File: config.mk
export PLATFORM = sky130hd
export DESIGN_NAME = host_link_tx
export DESIGN_NICKNAME = d
export VERILOG_FILES = /design/src/rtl/tpu_link_pkg.sv /design/src/rtl/tx_shift_reg.sv /design/src/rtl/host_link_tx.sv
export SDC_FILE = /design/constraint.sdc
export NUM_CORES = 1
export LEC_CHECK = 0
export CAP_MARGIN = 20
export CORE_UTILIZATION = 47
export CTS_BUF_LIST = sky130_fd_sc_hd__clkbuf_8
export DETAILED_ROUTE_END_ITERATION = 8
export DONT_BUFFER_PORTS = 1
export GPL_TIMING_DRIVEN = 1
export SETUP_SLACK_MARGIN = 0.05
export SYNTH_ARGS = -nofsm -noshare
export SYNTH_HDL_FRONTEND = slang
export SYNTH_HIERARCHICAL = 1
export SYNTH_SLANG_ARGS = --single-unit
File: constraint.sdc
create_clock -name clk -period 3.65 [get_ports clk]
set_clock_uncertainty 0.2 [all_clocks]
set_input_delay 0.73 -clock clk [delete_from_list [all_inputs] [get_ports clk]]
set_output_delay 0.73 -clock clk [all_outputs]
set_load 0.05 [all_outputs]
File: src/rtl/tpu_link_pkg.sv
// Shared definitions for the TinyTPU serial input link: frame geometry,
// counter sizing, FSM encoding and the on-wire bit order.
package tpu_link_pkg;

    localparam int D_W_DEFAULT  = 8;
    localparam int N_DEFAULT    = 2;
    localparam int WORD_DEFAULT = 4;

    localparam int BITS_PER_VEC = N_DEFAULT * D_W_DEFAULT;

    // Element 0 goes first and each element is sent MSB first; input_control
    // reassembles with the same constant, so both ends must agree on it.
    localparam bit BIT_ORDER_ELEM0_MSB_FIRST = 1'b1;

    typedef enum logic [1:0] {
        IDLE  = 2'd0,
        SHIFT = 2'd1,
        INIT  = 2'd2
    } link_state_e;

    function automatic int cnt_width(input int count);
        return (count > 1) ? $clog2(count) : 1;
    endfunction

    function automatic int bit_cnt_width(input int n, input int d_w);
        return cnt_width(n * d_w);
    endfunction

endpackage

File: src/rtl/tx_shift_reg.sv
// Parallel-load shift register that emits one registered serial bit per
// shift enable, in the link's element-ordered bit sequence.
module tx_shift_reg
    import tpu_link_pkg::*;
#(
    parameter int D_W         = D_W_DEFAULT,
    parameter int N           = N_DEFAULT,
    parameter bit ELEM0_MSB_1ST = BIT_ORDER_ELEM0_MSB_FIRST
) (
    input  logic               clk,
    input  logic               rst,
    input  logic               load_i,
    input  logic               shift_i,
    input  logic [N*D_W-1:0]   data_i,
    output logic               bit_o
);

    localparam int W = N * D_W;

    logic [W-1:0] ordered;
    logic [W-1:0] sr_q, sr_d;
    logic         bit_q, bit_d;

    // Rearrange the packed vector so the next bit to send is always the MSB.
    generate
        if (ELEM0_MSB_1ST) begin : g_elem_msb
            for (genvar i = 0; i < N; i++) begin : g_elem
                assign ordered[(N-1-i)*D_W +: D_W] = data_i[i*D_W +: D_W];
            end
        end else begin : g_lsb
            for (genvar j = 0; j < W; j++) begin : g_bit
                assign ordered[W-1-j] = data_i[j];
            end
        end
    endgenerate

    // On load the first bit goes straight to the output register and the
    // remainder waits in sr_q; the output idles at 0 between shifts.
    always_comb begin
        sr_d  = sr_q;
        bit_d = 1'b0;
        if (load_i) begin
            sr_d  = {ordered[W-2:0], 1'b0};
            bit_d = ordered[W-1];
        end else if (shift_i) begin
            sr_d  = {sr_q[W-2:0], 1'b0};
            bit_d = sr_q[W-1];
        end
    end

    always_ff @(posedge clk) begin
        if (rst) begin
            sr_q  <= '0;
            bit_q <= 1'b0;
        end else begin
            sr_q  <= sr_d;
            bit_q <= bit_d;
        end
    end

    assign bit_o = bit_q;

endmodule

File: src/rtl/host_link_tx.sv
// Host-side TinyTPU link transmitter: serializes X/Y vector pairs onto the
// serial link and pulses init after every WORD-th vector.
module host_link_tx
    import tpu_link_pkg::*;
#(
    parameter int D_W  = D_W_DEFAULT,
    parameter int N    = N_DEFAULT,
    parameter int WORD = WORD_DEFAULT
) (
    input  logic               clk,
    input  logic               rst,
    input  logic               s_valid,
    output logic               s_ready,
    input  logic [N*D_W-1:0]   s_x,
    input  logic [N*D_W-1:0]   s_y,
    output logic               data_in_x,
    output logic               data_in_y,
    output logic               load_en,
    output logic               init,
    output logic               busy
);

    localparam int BITS = N * D_W;
    localparam int BW   = bit_cnt_width(N, D_W);
    localparam int VW   = cnt_width(WORD);

    localparam logic [BW-1:0] BIT_LAST = BW'(BITS - 1);
    localparam logic [VW-1:0] VEC_LAST = VW'(WORD - 1);

    link_state_e   state_q, state_d;
    logic [BW-1:0] bit_cnt_q, bit_cnt_d;
    logic [VW-1:0] vec_cnt_q, vec_cnt_d;
    logic          load_en_q, load_en_d;
    logic          init_q, init_d;
    logic          load, shift, ready;

    // Next-state logic; the last bit cycle doubles as the accept slot so a
    // back-to-back vector starts with no bubble.
    always_comb begin
        state_d   = state_q;
        bit_cnt_d = bit_cnt_q;
        vec_cnt_d = vec_cnt_q;
        init_d    = 1'b0;
        load      = 1'b0;
        shift     = 1'b0;
        ready     = 1'b0;
        unique case (state_q)
            IDLE: begin
                ready = 1'b1;
                if (s_valid) begin
                    load      = 1'b1;
                    bit_cnt_d = '0;
                    state_d   = SHIFT;
                end
            end
            SHIFT: begin
                if (bit_cnt_q == BIT_LAST) begin
                    bit_cnt_d = '0;
                    if (vec_cnt_q == VEC_LAST) begin
                        vec_cnt_d = '0;
                        init_d    = 1'b1;
                        state_d   = INIT;
                    end else begin
                        vec_cnt_d = vec_cnt_q + 1'b1;
                        ready     = 1'b1;
                        if (s_valid) begin
                            load = 1'b1;
                        end else begin
                            state_d = IDLE;
                        end
                    end
                end else begin
                    shift     = 1'b1;
                    bit_cnt_d = bit_cnt_q + 1'b1;
                end
            end
            INIT: begin
                state_d = IDLE;
            end
            default: begin
                state_d = IDLE;
            end
        endcase
        load_en_d = load | shift;
    end

    always_ff @(posedge clk) begin
        if (rst) begin
            state_q   <= IDLE;
            bit_cnt_q <= '0;
            vec_cnt_q <= '0;
            load_en_q <= 1'b0;
            init_q    <= 1'b0;
        end else begin
            state_q   <= state_d;
            bit_cnt_q <= bit_cnt_d;
            vec_cnt_q <= vec_cnt_d;
            load_en_q <= load_en_d;
            init_q    <= init_d;
        end
    end

    tx_shift_reg #(
        .D_W (D_W),
        .N   (N)
    ) u_shift_x (
        .clk     (clk),
        .rst     (rst),
        .load_i  (load),
        .shift_i (shift),
        .data_i  (s_x),
        .bit_o   (data_in_x)
    );

    tx_shift_reg #(
        .D_W (D_W),
        .N   (N)
    ) u_shift_y (
        .clk     (clk),
        .rst     (rst),
        .load_i  (load),
        .shift_i (shift),
        .data_i  (s_y),
        .bit_o   (data_in_y)
    );

    assign s_ready = ready & ~rst;
    assign load_en = load_en_q;
    assign init    = init_q;
    assign busy    = (state_q != IDLE) || (vec_cnt_q != '0);

    // Link-level invariants the core relies on.
    a_init_excl: assert property (@(posedge clk) disable iff (rst) !(init && load_en));
    a_idle_zero: assert property (@(posedge clk) disable iff (rst)
                                  !load_en |-> (!data_in_x && !data_in_y));

endmodule

==> metrics.csv <==
metric;value;unit
Filler cells;396;
Internal;668;uW
slowest stage delay, CP;0.73;ns
YS warnings;6;
RSZ-0062 raised after global routing;false;
Die H;66.8;um
Synth area leaders;dfxtp_1, mux2i_1, a211oi_1;
sequential cell fraction of total power;57.5;%
worst hold path class;register to register;
Setup Viol. Count Final;0;
post-CTS setup buffers;0;
Mapped Cells;196;
worst slew pin tran;0.917;ns
vias in the first global route;1264;
most instantiated cells after synthesis;dfxtp_1, mux2i_1, nor2b_1;
Ports;41;
async set-reset flop share out of synthesis;0;%
post-synth top area cell;dfxtp_1;
placed cells;233;
critical path type;register to output port;
first-pass GRT wire length;5810;um
clock share of power;30.5;%
Num CTS Buffers;5;
Worst-path clk slew;0.07;ns
critical-path cell list;ha_1 > nand3_1 > o21ai_0 > nor3b_2;
WL final;3680;um
CP max FO;11;
hold_buf cts;0;
TritonCTS clock tree;built;
fin crit share;84.4;%
syn nets;234;
initial antenna violation count;0;
Critical Path RT;2.72;ns
H-tree levels;2;
Starting Density;49.3;%
fmax;325;MHz
WL/cell;15.3;um
GPL Wtd Cong;0.745;
CORE AREA;4000;um^2
grt ovf;0;
Period minus WS final;3.08;ns
Synth cell types;32;
CP bufs+invs;0;
status;completed;
Detailed Place HPWL;2470;um
Post-synth EDFFs;0;
Final Non-Filler Cells;240;
sequential share of the synthesized area;42.6;%
Global Route Usage Sum;17.6;%
Max Cap Viol;0;
final net count;228;
# DRC;0;
Logic pwr share;12.1;%
DR pass1 iterations;4;
Final Slew Violations;0;
CP Capture Type;output port;
post-synth top area share;42.6;%
Ant. Diodes;0;
Seq cells post-synth;42;
worst-case clock buffer depth;2;
slowest stage cell, crit path;nor3b_2;
Die Span X;66.8;um
die area;4460;um^2
power per cell area;446;nW/um^2
arrival time at the worst endpoint;2.15;ns
PortBufs;0;
Sw Ratio;25.7;%
Avg Cell Area, Syn;10.1;um^2
final hold vios;0;
1st-iter DRT viols;48;
synth-to-layout area growth;2.22;%
largest net degree at the start of global routing;44;
DRT antenna net count;0;
Worst VDD drop;0.000212;V
Worst setup SP type;register;
layout cells sized above 1;7.37;%
worst-skew pair later-pin latency;0.28;ns
LEAKAGE;0.000715;uW
routed vias;1352;
CP delay by family, top;simple AND/OR/NAND/NOR gates;
Power Total;898;uW
clk root buf;clkbuf_8;
row count;23;
Syn Std Cell Area;1970;um^2
CTS Sinks;42;
Synth Flop Type;dfxtp_1;
Via density;5.63;
Setup Total Neg Slack;0;ns
sw power;231;uW
relative slew slack;38.9;%
top-count cell post-synth;dfxtp_1;
PostCTS Resize Cnt;0;
[final timing paths]
check	start	end	slack (ns)	depth (start not counted)
min	u_shift_x/sr_q[15]	u_shift_x/bit_o	0.29	2
min reg2reg	u_shift_x/sr_q[15]	u_shift_x/bit_o	0.29	2
max reg2reg	bit_cnt_q[0]	u_shift_y/sr_q[13]	0.96	6
max	bit_cnt_q[0]	s_ready	0.57	4
[area by class of cell]
type	instances	area (um^2)	share of cell area [%]
Multi-Input combinational cell	134	1010	49.9
Sequential cell	42	841	41.7
Clock buffer	5	68.8	3.41
Tap cell	50	62.6	3.10
Inverter	6	22.5	1.12
Clock inverter	2	7.51	0.372
Timing Repair Buffer	1	7.51	0.372
[cells by family (layout without fill, tap and decap cells)]
kind of cell             after synthesis  in the layout  share of synthesized area (%)
AND/OR/NAND/NOR                       59             59                           18.7
AO/OA/AOI/OAI                         44             44                           15.9
flip-flops                            42             42                           42.6
multiplexers                          28             28                           14.2
buffers and inverters                 20             14                           6.66
adder cells (fa/ha/maj)                3              3                           1.90
[flip-flops by register name, indices dropped and copies added (netlist names)]
register         count
vec_cnt_q            2
u_shift_y/sr_q      15
load_en              1
u_shift_x/sr_q      15
u_shift_y/bit_o      1
u_shift_x/bit_o      1
state_q              2
bit_cnt_q            4
init                 1
[power by group through the flow]
stage	combinational, uW	sequential (uW)	clock, uW
after floorplan	109	521	0
after global placement	104	524	0
after detailed placement	108	527	0
after CTS	109	516	284
after global routing	119	520	303
final	108	516	274
[per-layer routing]
layer / global-route usage, % / wire [um] / vias up
li1: - / - / 692
met3: 5.99 / 136 / 2
met5: 0 / 0 / -
met1: 20.8 / 1680 / 635
met4: 5.59 / 23 / 0
met2: 29.5 / 1840 / 23
[cells in the final DEF (no fill, tap or decap), drive strengths merged, types with 3 or more instances in the layout]
master   n
a211oi  29
mux2i   28
clkbuf   5
nand2    8
dfxtp   42
a21oi    7
nand3b   4
ha       3
nor2b   28
o21ai    3
inv      8
[tightest hold or removal path: cells and delay by family (launching register included)]
family	cells	cell delay, ns
DFF	1	0.32
and+or+nand+nor	1	0.08
AOI/OAI and AO/OA	1	0.06
[metrics by stage]
stage	area, um^2	setup WS (ns)	hold slack (ns)	util (%)
detailed placement	1940	0.877	0.284	48.5
global placement	1940	0.969	0.266	48.5
floorplan	1970	0.621	0.262	-
finish	2020	0.570	0.293	50.4
global route	2020	0.353	0.280	50.4
CTS	2020	0.552	0.292	50.4
Power figures use the tool's default switching activity.
